File: src/rtl/tick_timer_pkg.sv
// Shared widths, reset defaults and timer state encoding for the
// traffic-light timing block.
package tl_timing_pkg;

  localparam int CNT_W_DEF       = 27;
  localparam int DIV_DEFAULT_DEF = 100_000;
  localparam int TMR_W_DEF       = 8;

  typedef enum logic {
    IDLE = 1'b0,
    RUN  = 1'b1
  } tmr_state_t;

endpackage

File: src/rtl/tick_timer_if.sv
// Control/status bundle between the light-sequencing FSM (master) and
// the tick timer (slave).
interface tick_timer_if
  import tl_timing_pkg::*;
#(
  parameter int CNT_W = CNT_W_DEF,
  parameter int TMR_W = TMR_W_DEF
) ();

  logic             en;
  logic             div_load;
  logic [CNT_W-1:0] div_val;
  logic             tick;
  logic             tmr_start;
  logic [TMR_W-1:0] tmr_val;
  logic             tmr_busy;
  logic             tmr_done;
  logic [TMR_W-1:0] tmr_remain;

  modport master (
    output en, div_load, div_val, tmr_start, tmr_val,
    input  tick, tmr_busy, tmr_done, tmr_remain
  );

  modport slave (
    input  en, div_load, div_val, tmr_start, tmr_val,
    output tick, tmr_busy, tmr_done, tmr_remain
  );

endinterface

File: src/rtl/tick_timer_prescaler.sv
// Reloadable down-counting prescaler: one tick every div_reg enabled clocks.
module tick_prescaler
  import tl_timing_pkg::*;
#(
  parameter int CNT_W       = CNT_W_DEF,
  parameter int DIV_DEFAULT = DIV_DEFAULT_DEF
) (
  input  logic             clk,
  input  logic             rst,
  input  logic             en,
  input  logic             div_load,
  input  logic [CNT_W-1:0] div_val,
  output logic             tick_i,
  output logic             tick
);

  logic [CNT_W-1:0] cnt;
  logic [CNT_W-1:0] div_reg;
  logic [CNT_W-1:0] div_eff;

  // A zero divisor is treated as 1 so the counter can never wrap.
  assign div_eff = (div_val == '0) ? CNT_W'(1) : div_val;
  assign tick_i  = en & (cnt == '0) & ~div_load;

  always_ff @(posedge clk or negedge rst) begin
    if (!rst) begin
      div_reg <= CNT_W'(DIV_DEFAULT);
      cnt     <= CNT_W'(DIV_DEFAULT - 1);
      tick    <= 1'b0;
    end else begin
      if (div_load) begin
        div_reg <= div_eff;
        cnt     <= div_eff - CNT_W'(1);
      end else if (en) begin
        if (cnt == '0) cnt <= div_reg - CNT_W'(1);
        else           cnt <= cnt - CNT_W'(1);
      end
      tick <= tick_i;
    end
  end

endmodule

File: src/rtl/tick_timer.sv
// Prescaled tick source plus a countdown phase timer for light sequencing.
//   state | meaning
//   IDLE  | no phase running, tmr_remain holds
//   RUN   | counting tmr_remain down once per tick
module tick_timer
  import tl_timing_pkg::*;
#(
  parameter int CNT_W       = CNT_W_DEF,
  parameter int DIV_DEFAULT = DIV_DEFAULT_DEF,
  parameter int TMR_W       = TMR_W_DEF
) (
  input  logic         clk,
  input  logic         rst,
  tick_timer_if.slave  bus
);

  logic             tick_i;
  tmr_state_t       state_q, state_d;
  logic [TMR_W-1:0] remain_q, remain_d;
  logic             done_q, done_d;

  tick_prescaler #(
    .CNT_W       (CNT_W),
    .DIV_DEFAULT (DIV_DEFAULT)
  ) u_prescaler (
    .clk      (clk),
    .rst      (rst),
    .en       (bus.en),
    .div_load (bus.div_load),
    .div_val  (bus.div_val),
    .tick_i   (tick_i),
    .tick     (bus.tick)
  );

  always_ff @(posedge clk or negedge rst) begin
    if (!rst) begin
      state_q  <= IDLE;
      remain_q <= '0;
      done_q   <= 1'b0;
    end else begin
      state_q  <= state_d;
      remain_q <= remain_d;
      done_q   <= done_d;
    end
  end

  // A start always wins over a coincident tick; that tick is not counted.
  always_comb begin
    state_d  = state_q;
    remain_d = remain_q;
    done_d   = 1'b0;
    if (bus.tmr_start) begin
      if (bus.tmr_val == '0) begin
        remain_d = '0;
        state_d  = IDLE;
        done_d   = 1'b1;
      end else begin
        remain_d = bus.tmr_val;
        state_d  = RUN;
      end
    end else if (state_q == RUN && tick_i) begin
      if (remain_q == TMR_W'(1)) begin
        remain_d = '0;
        state_d  = IDLE;
        done_d   = 1'b1;
      end else begin
        remain_d = remain_q - TMR_W'(1);
      end
    end
  end

  assign bus.tmr_busy   = (state_q == RUN);
  assign bus.tmr_done   = done_q;
  assign bus.tmr_remain = remain_q;

endmodule

File: src/flat_wrapper.sv
// flat-port wrapper written by rule: the top's interface ports become plain ports
module tick_timer_flat import tl_timing_pkg::*;
#(
  parameter int CNT_W       = CNT_W_DEF,
  parameter int DIV_DEFAULT = DIV_DEFAULT_DEF,
  parameter int TMR_W       = TMR_W_DEF
)
  (clk, rst, bus_en, bus_div_load, bus_div_val, bus_tmr_start, bus_tmr_val, bus_tick, bus_tmr_busy, bus_tmr_done, bus_tmr_remain);
  tick_timer_if #(.CNT_W(CNT_W), .TMR_W(TMR_W)) bus_i ();
  input  logic clk;
  input  logic rst;
  input wire logic [$bits(bus_i.en)-1:0] bus_en;
  input wire logic [$bits(bus_i.div_load)-1:0] bus_div_load;
  input wire logic [$bits(bus_i.div_val)-1:0] bus_div_val;
  input wire logic [$bits(bus_i.tmr_start)-1:0] bus_tmr_start;
  input wire logic [$bits(bus_i.tmr_val)-1:0] bus_tmr_val;
  output wire logic [$bits(bus_i.tick)-1:0] bus_tick;
  output wire logic [$bits(bus_i.tmr_busy)-1:0] bus_tmr_busy;
  output wire logic [$bits(bus_i.tmr_done)-1:0] bus_tmr_done;
  output wire logic [$bits(bus_i.tmr_remain)-1:0] bus_tmr_remain;
  assign bus_i.en = bus_en;
  assign bus_i.div_load = bus_div_load;
  assign bus_i.div_val = bus_div_val;
  assign bus_i.tmr_start = bus_tmr_start;
  assign bus_i.tmr_val = bus_tmr_val;
  assign bus_tick = bus_i.tick;
  assign bus_tmr_busy = bus_i.tmr_busy;
  assign bus_tmr_done = bus_i.tmr_done;
  assign bus_tmr_remain = bus_i.tmr_remain;
  tick_timer #(.CNT_W(CNT_W), .DIV_DEFAULT(DIV_DEFAULT), .TMR_W(TMR_W)) u_core (.clk(clk), .rst(rst), .bus(bus_i));
endmodule
File: config.mk
export PLATFORM = sky130hd
export DESIGN_NAME = tick_timer_flat
export DESIGN_NICKNAME = d
export VERILOG_FILES = /design/src/rtl/tick_timer_pkg.sv /design/src/rtl/tick_timer_if.sv /design/src/rtl/tick_timer_prescaler.sv /design/src/rtl/tick_timer.sv /design/src/flat_wrapper.sv
export SDC_FILE = /design/constraint.sdc
export NUM_CORES = 1
export LEC_CHECK = 0
export ABC_CLOCK_PERIOD_IN_PS = 6020
export BUFFER_PORTS_ARGS = -buffer_cell sky130_fd_sc_hd__buf_2
export CORE_UTILIZATION = 50
export DETAILED_ROUTE_END_ITERATION = 16
export PLACE_DENSITY = 0.79
export SLEW_MARGIN = 10
export SYNTH_ARGS = -nofsm -noshare
export SYNTH_HDL_FRONTEND = slang
export SYNTH_SLANG_ARGS = --single-unit
File: constraint.sdc
create_clock -name clk -period 6.02 [get_ports clk]
set_input_delay 0.301 -clock clk [delete_from_list [all_inputs] [get_ports clk]]
set_output_delay 0.301 -clock clk [all_outputs]
set_load 0.1 [all_outputs]
; Word level (Yosys, flattened, before mapping)
; Index checks and enable logic that the tools add are counted.
[word_totals]
ff_bits = 65
elab_cells = 38
[classes]
muxes = 16
add_sub_neg = 4
bitwise = 3
n_eq_ne = 1
n_reduce_logical = 8
[op_table]
columns = operator, count
row1 = two-way mux 27 bit, 4
row2 = subtractor 27 x 1 -> 27 bit (second input constant), 3
row3 = logical NOT 27 bit, 2
row4 = two-way mux 8 bit, 4
row5 = == test 8 x 1 -> 1 bit (second input constant), 1
row6 = logical NOT 8 bit, 1
row7 = two-way mux 1 bit, 8
row8 = subtractor 8 x 1 -> 8 bit (second input constant), 1
row9 = nonzero test 2 bit, 3
row10 = AND 1 bit, 2
row11 = AND reduction 2 bit, 1
row12 = logical AND 1 bit, 1
row13 = NOT 1 bit, 1

; Longest topological paths before layout
[depth]
word_depth = 6
depth_mapped = 13
mapped_depth_nobuf = 11

; Cells and area by module
; A second synthesis with hierarchy kept.
[unflattened]
cells_unflattened = 460
area_unflattened_um2 = 4010.1
[by_module_without_submodules]
columns = module, area_per_inst_um2, cells_each, seq_area_each_um2, n_inst
row1 = tick_prescaler, 3370.7, 388, 1396.3, 1
row2 = tick_timer, 639.4, 72, 250.2, 1

; Worst setup path after synthesis
; No wires, ideal clock.
[synth_path]
kind = register to register
startpoint = register u_core.u_prescaler.cnt[7]
endpoint = register u_core.u_prescaler.cnt[18]
setup_slack_ns = 3.159
stages_incl_launch_ff = 13
setup_time_ns = 0.129
arrival_ns = 2.732
cell_sequence = dfstp_2 > buf_2 > and4b_4 > buf_6 > a311o_1 > nand2_1 > ha_1 > and3_1 > o31ai_4 > nand4b_4 > o32a_1 > a211oi_1 > o21ai_1
[synth_between]
elab_chain_len = 4
word_cells_on_any_way = 5
cone_classes = 1 x add/sub / 3 x mux / 1 x reduce/logical
[synth_lines]
columns = element, line
row1 = "start, declared", tick_timer_prescaler.sv:17  ; logic [CNT_W-1:0] cnt;
row2 = "start signal, assigned", tick_timer_prescaler.sv:28  ; cnt <= CNT_W'(DIV_DEFAULT - 1);
row3 = "start signal, assigned", tick_timer_prescaler.sv:33  ; cnt <= div_eff - CNT_W'(1);
row4 = "start signal, assigned", tick_timer_prescaler.sv:35  ; if (cnt == '0) cnt <= div_reg - CNT_W'(1);
row5 = subtractor 27 x 1 -> 27 bit / logical NOT 27 bit (equally long branches), "tick_timer_prescaler.sv:36, tick_timer_prescaler.sv:35"
row6 = two-way mux 27 bit *, tick_timer_prescaler.sv:35
row7 = two-way mux 27 bit *, tick_timer_prescaler.sv:34  ; end else if (en) begin
row8 = two-way mux 27 bit *, tick_timer_prescaler.sv:31  ; if (div_load) begin
; Mark *: on every way between the ends. The rest lies on a longest branch, timed or not. The select of a mux whose other input is x is not followed.
; A chain may end at the register's enable or synchronous reset.

; Worst setup path after layout
[layout_path]
startpoint = register u_core.u_prescaler.cnt[18]
endpoint = register u_core.u_prescaler.cnt[26]
; Same word-level chain as after synthesis.

==> impl_results.html <==
<table>
<tr><th>Metric</th><th>Value</th></tr>
<tr><th colspan="2">Run status</th></tr>
<tr><td>Outcome</td><td>complete, no violations</td></tr>
<tr><th colspan="2">Worst setup path</th></tr>
<tr><td>Critical path fanouts, max</td><td>12</td></tr>
<tr><td>Startpoint of the lowest-slack register-to-register path</td><td>u_core.u_prescaler.cnt[18]</td></tr>
<tr><td>Cell with the biggest individual delay on the critical path</td><td>sky130_fd_sc_hd__dfrtp_1</td></tr>
<tr><td>Slowest Stage Delay on Critical Path</td><td>450 ps</td></tr>
<tr><td>Critical R2R Capture</td><td>u_core.u_prescaler.cnt[26]</td></tr>
<tr><td>Crit path capture type</td><td>flop</td></tr>
<tr><td>Reg-to-reg slack, setup</td><td>2810 ps</td></tr>
<tr><td>Worst Path Required</td><td>6280 ps</td></tr>
<tr><td>WP data arrival</td><td>3470 ps</td></tr>
<tr><td>Worst setup SP type</td><td>flop</td></tr>
<tr><td>Setup crit end</td><td>u_core.u_prescaler.cnt[26]</td></tr>
<tr><td>Worst setup path startpoint</td><td>u_core.u_prescaler.cnt[18]</td></tr>
<tr><td>Length in cells of the worst reg-to-reg path</td><td>11</td></tr>
<tr><td>Category of the critical setup timing path</td><td>flop to flop</td></tr>
<tr><td>Worst-path cell chain</td><td>nor4_1 &gt; and4b_4 &gt; a311o_1 &gt; nand2_1 &gt; ha_1 &gt; and3_1 &gt; o31ai_4 &gt; nand4b_4 &gt; nor2_2 &gt; a31o_1 &gt; a31oi_1</td></tr>
<tr><th colspan="2">Die</th></tr>
<tr><td>Vertical die dimension</td><td>92.0 µm</td></tr>
<tr><td>Number of cell rows</td><td>32</td></tr>
<tr><td>Starting Density</td><td>52.1%</td></tr>
<tr><td>Area of the die</td><td>8460 µm²</td></tr>
<tr><td>Horiz. Die Dim</td><td>92.0 µm</td></tr>
<tr><td>Boundary pin count</td><td>51</td></tr>
<tr><td>Core area</td><td>7770 µm²</td></tr>
<tr><th colspan="2">CTS</th></tr>
<tr><td>Clock tree from TritonCTS</td><td>done</td></tr>
<tr><td>Resize count post-CTS</td><td>0</td></tr>
<tr><td>Number of clock sinks seen by CTS</td><td>65</td></tr>
<tr><td>Post CTS Setup Buffer Count</td><td>0</td></tr>
<tr><td>Clock root buffer</td><td>sky130_fd_sc_hd__clkbuf_8</td></tr>
<tr><td>Maximum root-to-sink buffer count</td><td>2</td></tr>
<tr><td>Number of buffers inserted for hold repair after clock tree synthesis</td><td>0</td></tr>
<tr><td>Number of clock buffers inserted by TritonCTS</td><td>9</td></tr>
<tr><td>H-tree levels</td><td>3</td></tr>
<tr><td>Source-to-sink clock delay at the later pin of the worst-skew pair</td><td>340 ps</td></tr>
<tr><td>CTS clock-pin slew for the worst setup and hold paths</td><td>80 ps</td></tr>
<tr><th colspan="2">Synthesis</th></tr>
<tr><td>Number of flops mapped to enable cells by yosys</td><td>0</td></tr>
<tr><td>Number of instances in the synthesized netlist</td><td>464</td></tr>
<tr><td>FFs w/ async S/R, synth</td><td>100%</td></tr>
<tr><td>Sequential element share of the synthesized area</td><td>40.7%</td></tr>
<tr><td>Syn Area/Cell</td><td>8.72 µm²</td></tr>
<tr><td>Warnings from Yosys</td><td>0</td></tr>
<tr><td>Count of unique library cells instantiated by Yosys</td><td>66</td></tr>
<tr><td>Main flop type after synthesis</td><td>sky130_fd_sc_hd__dfrtp_1</td></tr>
<tr><td>Post-synth design cell area</td><td>4050 µm²</td></tr>
<tr><td>Post-Syn Nets</td><td>507</td></tr>
<tr><td>FF+latch count, synth</td><td>65</td></tr>
<tr><th colspan="2">Detailed routing</th></tr>
<tr><td>Via-to-Cell Ratio</td><td>6.02</td></tr>
<tr><td>Top sig layer</td><td>met4</td></tr>
<tr><td>Detailed Route Iter0 Violations</td><td>281</td></tr>
<tr><td>Number of nets still failing antenna checks after routing</td><td>0</td></tr>
<tr><td>Post-detailed-routing wire length</td><td>10400 µm</td></tr>
<tr><td>Average wire per cell in the routed design</td><td>16.9 µm</td></tr>
<tr><td>DRC errors left</td><td>0</td></tr>
<tr><td>Drt pass-1 iters</td><td>5</td></tr>
<tr><td>Via count</td><td>3687</td></tr>
<tr><td>Routed wire length on met2</td><td>4730 µm</td></tr>
<tr><td>Detailed-routing wirelength on met1</td><td>4770 µm</td></tr>
<tr><td>Met3 wire len</td><td>722 µm</td></tr>
<tr><th colspan="2">Hold path</th></tr>
<tr><td>Path type of the worst min-delay path</td><td>input port to asynchronous set/reset pin</td></tr>
<tr><th colspan="2">Placement</th></tr>
<tr><td>Post-placement cell count</td><td>596</td></tr>
<tr><td>Routability congestion estimate from global placement</td><td>0.906</td></tr>
<tr><td>Buffers on Ports</td><td>50</td></tr>
<tr><td>Detailed placement HPWL</td><td>7280 µm</td></tr>
<tr><th colspan="2">Timing</th></tr>
<tr><td>Total of endpoints with negative setup slack in the final report</td><td>0</td></tr>
<tr><td>Headroom to the max-slew limit</td><td>43.9%</td></tr>
<tr><td>Setup repair after global routing missed its margin</td><td>false</td></tr>
<tr><td>Total negative slack</td><td>0 ps</td></tr>
<tr><td>Clock skew</td><td>7.31 ps</td></tr>
<tr><td>Portion of the clock cycle consumed by the worst path in the final layout</td><td>53.3%</td></tr>
<tr><td>Final min period</td><td>3210 ps</td></tr>
<tr><td>Final count of pins violating max slew</td><td>0</td></tr>
<tr><td>Final Hold Violating Endpoints</td><td>0</td></tr>
<tr><td>Max frequency</td><td>0.311 GHz</td></tr>
<tr><td>Slew @ Worst Pin</td><td>842 ps</td></tr>
<tr><th colspan="2">Finish</th></tr>
<tr><td>Inserted Diodes</td><td>0</td></tr>
<tr><td>Filler Cells Inserted</td><td>680</td></tr>
<tr><td>Top library cells by usage in the layout, fill and taps aside</td><td>sky130_fd_sc_hd__nand2_1 (60), sky130_fd_sc_hd__buf_2 (50), sky130_fd_sc_hd__dfrtp_1 (49)</td></tr>
<tr><td>Final net count</td><td>548</td></tr>
<tr><td>Fraction of layout instances using a drive strength above 1</td><td>24.7%</td></tr>
<tr><td>Fin cells</td><td>612</td></tr>
<tr><td>Most common library cell in the layout ignoring fill and taps</td><td>sky130_fd_sc_hd__nand2_1</td></tr>
<tr><td>Synth-to-Final Area Change</td><td>12.6%</td></tr>
<tr><th colspan="2">GRT</th></tr>
<tr><td>Vias in the first global route</td><td>3462</td></tr>
<tr><td>Global router's overall resource usage</td><td>26.3%</td></tr>
<tr><td>First-pass GRT wire length</td><td>17500 µm</td></tr>
<tr><td>Maximum number of pins on one net before global-route repair</td><td>66</td></tr>
<tr><td>Antenna violations before repair</td><td>0</td></tr>
<tr><td>Gr ovfl total</td><td>0</td></tr>
<tr><th colspan="2">Power and ir drop</th></tr>
<tr><td>Leakage power total</td><td>0.00189 µW</td></tr>
<tr><td>Total power consumption of the routed design</td><td>1250 µW</td></tr>
<tr><td>Areal power density over the cells</td><td>275 nW/µm²</td></tr>
<tr><td>Largest vdd supply drop</td><td>0.138 mV</td></tr>
<tr><th colspan="2">Flow run</th></tr>
<tr><td>Max-Cap Viols</td><td>0</td></tr>
</table>
cell usage after synthesis (4+ instances only):
| cell | number | area share, % |
|---|---|---|
| sky130_fd_sc_hd__or2_2 | 4 | 0.62 |
| sky130_fd_sc_hd__buf_6 | 4 | 1.1 |
| sky130_fd_sc_hd__inv_1 | 26 | 2.4 |
| sky130_fd_sc_hd__nor4_1 | 10 | 1.5 |
| sky130_fd_sc_hd__a311o_1 | 5 | 1.2 |
| sky130_fd_sc_hd__clkbuf_1 | 13 | 1.2 |
| sky130_fd_sc_hd__a21oi_1 | 30 | 3.7 |
| sky130_fd_sc_hd__xor2_1 | 6 | 1.3 |
| sky130_fd_sc_hd__a21o_1 | 6 | 1.1 |
| sky130_fd_sc_hd__xnor2_1 | 12 | 2.6 |
| sky130_fd_sc_hd__dfrtp_1 | 49 | 30 |
| sky130_fd_sc_hd__buf_2 | 6 | 0.74 |
| sky130_fd_sc_hd__a31oi_1 | 16 | 2.5 |
| sky130_fd_sc_hd__nand2_1 | 60 | 5.6 |
| sky130_fd_sc_hd__nor2_1 | 34 | 3.2 |
| sky130_fd_sc_hd__mux2_2 | 7 | 1.9 |
| sky130_fd_sc_hd__nor3_1 | 15 | 1.9 |
| sky130_fd_sc_hd__o21ai_0 | 47 | 5.8 |
| sky130_fd_sc_hd__dfstp_2 | 16 | 10 |
| sky130_fd_sc_hd__nand3_1 | 13 | 1.6 |
| sky130_fd_sc_hd__nor4_2 | 9 | 2.8 |
| sky130_fd_sc_hd__o21ai_1 | 9 | 1.1 |
| sky130_fd_sc_hd__nand4_1 | 4 | 0.62 |
routing by layer:
metal,track usage [%],vias up
met5,0,-
met4,9.90,0
met3,3.81,16
met2,39.4,162
met1,38.5,1751
li1,-,1758
power by group:
| group | internal (µW) | switching (µW) | leakage [µW] |
|---|---|---|---|
| Sequential | 498 | 53.9 | 0.000752 |
| Combinational | 89.4 | 183 | 0.00103 |
| Clock | 245 | 185 | 0.000105 |
worst min path at each step:
stage | end | slack (ps) | cells after the start
2_1_floorplan | u_core.bus.tmr_busy | 5 | 0
3_3_place_gp | u_core.u_prescaler.div_reg[16] | 460 | 2
3_5_place_dp | u_core.u_prescaler.div_reg[20] | 470 | 2
4_1_cts | u_core.u_prescaler.cnt[8] | 160 | 2
5_1_grt | u_core.u_prescaler.div_reg[9] | 180 | 3
6_report | u_core.u_prescaler.div_reg[21] | 150 | 2
critical path: cells and delay by family, from the launching register on:
kind	cells	cell delay [ps]
AO/OA/AOI/OAI	4	820
flip-flops	1	450
AND/OR/NAND/NOR	6	1550
adder cells (fa/ha/maj)	1	310
cell type report:
type	count	area, µm²	share of cell area [%]
Inverter	26	97.6	2.14
Clock buffer	10	138	3.02
Sequential cell	65	1650	36.1
Clock inverter	6	91.3	2.00
Tap cell	102	128	2.80
Timing Repair Buffer	54	280	6.15
Multi-Input combinational cell	349	2170	47.7
metrics by stage:
stage | area [µm²] | utilization, % | hold WS (ps) | worst slack (ps)
3_5_place_dp | 4330 | 55.7 | 474 | 2920
5_1_grt | 4560 | 58.7 | 177 | 2690
6_report | 4560 | 58.7 | 150 | 2810
4_1_cts | 4560 | 58.7 | 162 | 2850
2_1_floorplan | 4050 | - | 5.41 | 3160
3_3_place_gp | 4330 | 55.7 | 462 | 2960
cells by family after synthesis:
| kind of cell | synth area share [%] |
|---|---|
| muxes | 2.44 |
| AOI/OAI and AO/OA | 22.7 |
| DFF | 40.7 |
| xor gates and xnor gates | 3.90 |
| and+or+nand+nor | 23.8 |
| buffers and inverters | 5.57 |
| adders and majority gates | 0.928 |
Note: power is estimated with default switching activity, not from simulation.
